[config.mk]
export PLATFORM = sky130hd
export DESIGN_NAME = csr_port_arbiter
export DESIGN_NICKNAME = d
export VERILOG_FILES = /design/src/rtl/csr_port_arbiter.sv
export SDC_FILE = /design/constraint.sdc
export NUM_CORES = 1
export LEC_CHECK = 0
export BUFFER_PORTS_ARGS = -buffer_cell sky130_fd_sc_hd__buf_2
export CAP_MARGIN = 20
export CORE_AREA = 2 2 119 121
export CTS_CLUSTER_SIZE = 40
export DETAILED_ROUTE_END_ITERATION = 10
export DIE_AREA = 0 0 121 123
export HOLD_SLACK_MARGIN = 0.12
export PLACE_DENSITY_LB_ADDON = 0.08
export SLEW_MARGIN = 20
export SYNTH_ARGS = -nofsm -noshare
export SYNTH_HDL_FRONTEND = slang
export SYNTH_SLANG_ARGS = --single-unit
export TNS_END_PERCENT = 100
[constraint.sdc]
create_clock -name clk -period 3.3 [get_ports clk]
set_input_delay 0 -clock clk [delete_from_list [all_inputs] [get_ports clk]]
set_output_delay 0 -clock clk [all_outputs]
set_load 0.005 [all_outputs]
[src/rtl/csr_port_arbiter.sv]
// Round-robin arbiter sharing the control-register access port among NUM_REQ requesters.
// Grants are combinational, the port is driven from registers one cycle later, and read
// data is routed back to the originating requester three cycles after its grant.
module csr_port_arbiter #(
   parameter int unsigned NUM_REQ = 3
) (
   input  logic                 clk,
   input  logic                 rst,
   input  logic [NUM_REQ-1:0]    IN_reqValid,
   input  logic [NUM_REQ-1:0]    IN_reqWrite,
   input  logic [NUM_REQ*7-1:0]  IN_reqAddr,
   input  logic [NUM_REQ*4-1:0]  IN_reqWm,
   input  logic [NUM_REQ*32-1:0] IN_reqData,
   output logic [NUM_REQ-1:0]    OUT_gnt,
   output logic                 OUT_we,
   output logic [3:0]           OUT_wm,
   output logic [6:0]           OUT_writeAddr,
   output logic [31:0]          OUT_wdata,
   output logic                 OUT_re,
   output logic [6:0]           OUT_readAddr,
   input  logic [31:0]          IN_rdata,
   input  logic                 IN_spiBusy,
   output logic [NUM_REQ-1:0]    OUT_rspValid,
   output logic [31:0]          OUT_rspData
);

   logic [2:0]         ptr_q, ptr_d;
   logic [1:0]         spi_guard_q, spi_guard_d;
   logic               we_q, we_d;
   logic               re_q, re_d;
   logic [3:0]         wm_q, wm_d;
   logic [6:0]         waddr_q, waddr_d;
   logic [31:0]        wdata_q, wdata_d;
   logic [6:0]         raddr_q, raddr_d;
   logic [2:0]         pipe_vld_q, pipe_vld_d;
   logic [2:0][2:0]    pipe_idx_q, pipe_idx_d;

   logic               spi_hold;
   logic [NUM_REQ-1:0] spi_wr;
   logic [NUM_REQ-1:0] elig;
   logic               gnt_found;
   logic               gnt_valid;
   logic [2:0]         gnt_idx;
   logic               sel_write;
   logic               sel_spi;
   logic [6:0]         sel_addr;
   logic [3:0]         sel_wm;
   logic [31:0]        sel_data;

   // ptr + offset wrapped into 0..NUM_REQ-1; the sum never reaches 2*NUM_REQ
   function automatic logic [2:0] wrap_idx(input int unsigned v);
      if (v >= NUM_REQ) begin
         return 3'(v - NUM_REQ);
      end
      return 3'(v);
   endfunction

   // Eligibility and round-robin scan starting at ptr
   always_comb begin
      spi_hold  = IN_spiBusy | (spi_guard_q != 2'd0);
      spi_wr    = '0;
      elig      = '0;
      gnt_found = 1'b0;
      gnt_idx   = 3'd0;
      for (int unsigned i = 0; i < NUM_REQ; i++) begin
         spi_wr[i] = IN_reqWrite[i] & ~IN_reqAddr[i*7+5] & (IN_reqAddr[i*7 +: 5] == 5'd4);
         elig[i]   = IN_reqValid[i] & ~(spi_wr[i] & spi_hold);
      end
      for (int unsigned k = 0; k < NUM_REQ; k++) begin
         for (int unsigned i = 0; i < NUM_REQ; i++) begin
            if (!gnt_found && elig[i] && (wrap_idx(32'(ptr_q) + k) == 3'(i))) begin
               gnt_found = 1'b1;
               gnt_idx   = 3'(i);
            end
         end
      end
      // No grants may be issued while reset is asserted
      gnt_valid = gnt_found & rst;
   end

   // Select the winning request's fields and form the one-hot grant
   always_comb begin
      sel_write = 1'b0;
      sel_spi   = 1'b0;
      sel_addr  = 7'd0;
      sel_wm    = 4'd0;
      sel_data  = 32'd0;
      OUT_gnt   = '0;
      for (int unsigned i = 0; i < NUM_REQ; i++) begin
         if (gnt_idx == 3'(i)) begin
            sel_write = IN_reqWrite[i];
            sel_spi   = spi_wr[i];
            sel_addr  = IN_reqAddr[i*7 +: 7];
            sel_wm    = IN_reqWm[i*4 +: 4];
            sel_data  = IN_reqData[i*32 +: 32];
         end
         OUT_gnt[i] = gnt_valid & (gnt_idx == 3'(i));
      end
   end

   // Next state: pointer, SPI guard, port registers and response pipe
   always_comb begin
      ptr_d       = ptr_q;
      spi_guard_d = spi_guard_q;
      we_d        = 1'b1;
      re_d        = 1'b1;
      wm_d        = wm_q;
      waddr_d     = waddr_q;
      wdata_d     = wdata_q;
      raddr_d     = raddr_q;
      pipe_vld_d  = {pipe_vld_q[1:0], gnt_valid & ~sel_write};
      pipe_idx_d  = {pipe_idx_q[1], pipe_idx_q[0], gnt_idx};

      if (gnt_valid) begin
         ptr_d = (gnt_idx == 3'(NUM_REQ - 1)) ? 3'd0 : gnt_idx + 3'd1;
      end

      // A fresh SPI write grant reloads the guard ahead of any decrement
      if (gnt_valid && sel_spi) begin
         spi_guard_d = 2'd3;
      end else if (spi_guard_q != 2'd0) begin
         spi_guard_d = spi_guard_q - 2'd1;
      end

      if (gnt_valid) begin
         if (sel_write) begin
            we_d    = 1'b0;
            wm_d    = sel_wm;
            waddr_d = sel_addr;
            wdata_d = sel_data;
         end else begin
            re_d    = 1'b0;
            raddr_d = sel_addr;
         end
      end
   end

   // State registers with synchronous active-low reset
   always_ff @(posedge clk) begin
      if (!rst) begin
         ptr_q       <= 3'd0;
         spi_guard_q <= 2'd0;
         we_q        <= 1'b1;
         re_q        <= 1'b1;
         wm_q        <= 4'd0;
         waddr_q     <= 7'd0;
         wdata_q     <= 32'd0;
         raddr_q     <= 7'd0;
         pipe_vld_q  <= 3'd0;
         pipe_idx_q  <= '0;
      end else begin
         ptr_q       <= ptr_d;
         spi_guard_q <= spi_guard_d;
         we_q        <= we_d;
         re_q        <= re_d;
         wm_q        <= wm_d;
         waddr_q     <= waddr_d;
         wdata_q     <= wdata_d;
         raddr_q     <= raddr_d;
         pipe_vld_q  <= pipe_vld_d;
         pipe_idx_q  <= pipe_idx_d;
      end
   end

   // Port outputs come straight from registers; responses decode the last pipe stage
   always_comb begin
      OUT_we        = we_q;
      OUT_re        = re_q;
      OUT_wm        = wm_q;
      OUT_writeAddr = waddr_q;
      OUT_wdata     = wdata_q;
      OUT_readAddr  = raddr_q;
      OUT_rspData   = IN_rdata;
      OUT_rspValid  = '0;
      for (int unsigned i = 0; i < NUM_REQ; i++) begin
         OUT_rspValid[i] = pipe_vld_q[2] & (pipe_idx_q[2] == 3'(i));
      end
   end

endmodule
==> results.sh <==
export IMPL_outcome="finished, final reports clean"
export IMPL_netlist_area_um2=4030
export IMPL_ir_drop_mv=0.387
export IMPL_p_seq_frac=0.204
export IMPL_relSlewSlack=0.655
export IMPL_synth_top_area_share=0.328
export IMPL_fin_nets=930
export IMPL_grt_pass1_wl_mm=22.2
export IMPL_critPathKind="reg -> reg"
export IMPL_drc=0
export IMPL_ys_async_sr_fraction=0
export IMPL_fp_dieH_um=123
export IMPL_die_w_um=121
export IMPL_grt_pass1_vias=4412
export IMPL_yosysWarnings=0
export IMPL_setup_viol=0
export IMPL_synth_edf_count=0
export IMPL_yosysUniqueCellTypes=51
export IMPL_power_leakage_nw=3.06
export IMPL_post_drt_wl_per_cell_um=16.7
export IMPL_synth_seq_area_share=0.328
export IMPL_hold_viol=0
export IMPL_cts_root_buffer="clkbuf_16"
export IMPL_end_kind="flop"
export IMPL_synth_flop_cell="dfxtp_1"
export IMPL_initial_utilization=0.296
export IMPL_maxSlewViolCount=0
export IMPL_cts_clk_slew_worst_paths_ns=0.06
export IMPL_cp_required_ns=3.55
export IMPL_coreArea_um2=13600
export IMPL_finalPower_mw=5.55
export IMPL_pwr_share_comb=0.618
export IMPL_post_route_util=0.501
export IMPL_min_path_type="in -> reg"
export IMPL_start_kind="flop"
export IMPL_p_int_mw=3.32
export IMPL_grtUsageTotal=0.190
export IMPL_dieArea_um2=14900
export IMPL_synth_seq_cells=66
export IMPL_drive_gt1_frac=0.328
export IMPL_fmax_ghz=0.315
export IMPL_r2r_slack_ns=0.12
export IMPL_ioPinCount=260
export IMPL_firstDrtPassIters=8
export IMPL_via_per_inst=4.81
export IMPL_fin_crit_sh=0.963
export IMPL_syn_inst=445
export IMPL_clk_latency_ns=0.33
export IMPL_fin_worst_skew_ns=0.00582
export IMPL_synth_top_cell_by_area="dfxtp_1"
export IMPL_htreeDepth=3
export IMPL_design_area_um2=6810
export IMPL_rows=43
export IMPL_synth_nets=626
export IMPL_cts_tree="built"
export IMPL_cts_buffers=9
export IMPL_power_density_nw_per_um2=814
export IMPL_totalWireLength_mm=15.6
export IMPL_gp_congestion=0.826
export IMPL_drt_iter0_drc=245
export IMPL_synth_area_leaders="dfxtp_1 (33%), mux2i_1 (13%), a32o_1 (9.2%)"
export IMPL_crit_fanout=13
export IMPL_clk_path_buf_depth=2
export IMPL_worst_slack_ns=0.124
export IMPL_detailed_place_hpwl_mm=9.85
export IMPL_grt_overflow=0
export IMPL_place_area_um2=4970
export IMPL_port_buffer_count=195
export IMPL_synth_most_common_cell="dfxtp_1"
export IMPL_pwr_share_clk=0.178
export IMPL_p_sw_frac=0.402
export IMPL_worstMarginPinSlew_ns=0.517
export IMPL_grt_max_degree=51
export IMPL_syn_mean_instance_area_um2=9.05
export IMPL_syn2layout_area_growth_pct=69.3
export IMPL_place_ws_ns=0.0902
export IMPL_power_switching_mw=2.23
export IMPL_drv_cap=0
export IMPL_ant_nets=0
export IMPL_cts_sinks=66
export IMPL_grt_antenna_before_repair=0
export IMPL_synth_top_cells_by_count="dfxtp_1 (66), nand2_1 (59), mux2i_1 (52), a21oi_1 (40)"
export IMPL_n_antenna_cell=0
export IMPL_cp_arrival_ns=3.43
export IMPL_period_needed_ns=3.18
export IMPL_via_count=4485
[power by group through the flow]
stage / registers (mW) / logic, mW / clock network [mW]
2_1_floorplan: 1.16 / 2.21 / 0
4_1_cts: 1.13 / 3.19 / 1.01
3_5_place_dp: 1.14 / 3.06 / 0
3_3_place_gp: 1.14 / 3.02 / 0
6_report: 1.13 / 3.43 / 0.988
5_1_grt: 1.16 / 3.74 / 1.05
[metrics by stage]
stage	instances	hold WS, ns	TNS (ns)
2_1_floorplan	445	0.0808	0
4_1_cts	927	0.121	0
3_5_place_dp	772	0.0000346	0
6_report	933	0.132	0
3_3_place_gp	772	0.0000346	0
5_1_grt	933	0.150	-0.0128
[final timing paths]
check,cells after the start,end,from
worst max register to register,12,OUT_wdata[15],ptr_q[0]
worst min register to register,1,pipe_idx_d[7],pipe_idx_d[4]
worst max-delay path,12,OUT_wdata[15],ptr_q[0]
worst min-delay path,4,OUT_readAddr[6],IN_reqAddr[6]
[layout make-up]
type                            count  area, um^2
Fill cell                        1266        6800
Timing Repair Buffer              358        2670
Multi-Input combinational cell    302        2250
Sequential cell                    66        1320
Clock buffer                       13         270
Tap cell                          180         225
Inverter                           12        45.0
Clock inverter                      2        35.0
[cell usage in the layout (no fill, tap or decap), types with 4 or more instances in the layout]
cell and n:
buf_2 195, dlygate4sd3_1 141, dfxtp_1 66, nand2_1 59
mux2i_1 52, a21oi_1 39, a32o_1 37, buf_4 14
inv_1 12, clkbuf_16 12, and3_1 11, ha_1 10
nand2b_1 8, nor2_1 7, and2_1 7, a22o_1 5
buf_12 5, nor3b_1 4, a31oi_1 4, o21ai_1 4
o21ai_0 4
[cell families (layout without fill, tap and decap cells)]
| kind of cell | Yosys count | count (layout) | share of synthesized area |
|---|---|---|---|
| flip-flops | 66 | 66 | 0.328 |
| XOR/XNOR | 3 | 3 | 0.00653 |
| AND/OR/NAND/NOR | 119 | 119 | 0.152 |
| multiplexers | 53 | 53 | 0.132 |
| buffers and inverters | 77 | 385 | 0.127 |
| AO/OA/AOI/OAI | 116 | 116 | 0.220 |
| adder cells (fa/ha/maj) | 11 | 11 | 0.0342 |
[routing by layer]
metal | track usage | vias up | share of wire
li1 | - | 2199 | -
met1 | 0.223 | 2023 | 0.42
met2 | 0.336 | 231 | 0.49
met3 | 0.0540 | 32 | 0.078
met4 | 0.0589 | 0 | 0.021
met5 | 0 | - | 0
[sequential cells by signal (all words and copies together), names as in the netlist]
name and cells:
pipe_idx_d 4, OUT_wdata 32, OUT_readAddr 7, spi_guard_q 2
pipe_vld_q 3, OUT_we 1, ptr_q 3, pipe_idx_q 2
OUT_re 1, OUT_wm 4, OUT_writeAddr 7
[worst max-delay path, cell delays in order (launching register included)]
cell and delay [ns]:
dfxtp_1 0.33, ha_1 0.23, ha_4 0.29, nand2b_1 0.09, o211a_1 0.25, o311a_4 0.39, or3b_2 0.50, o311ai_4 0.13
a22oi_2 0.14, a21oi_4 0.19, buf_12 0.15, buf_12 0.17, mux2i_1 0.21
[what timing repair did]
action                                  CTS  global route
endpoints found under the hold margin    70             1
buffers inserted                          0             2
hold buffers                            140             1
endpoints found under the setup margin    0            42
gates resized for setup                   0             3
Power figures use the tool's default switching activity.
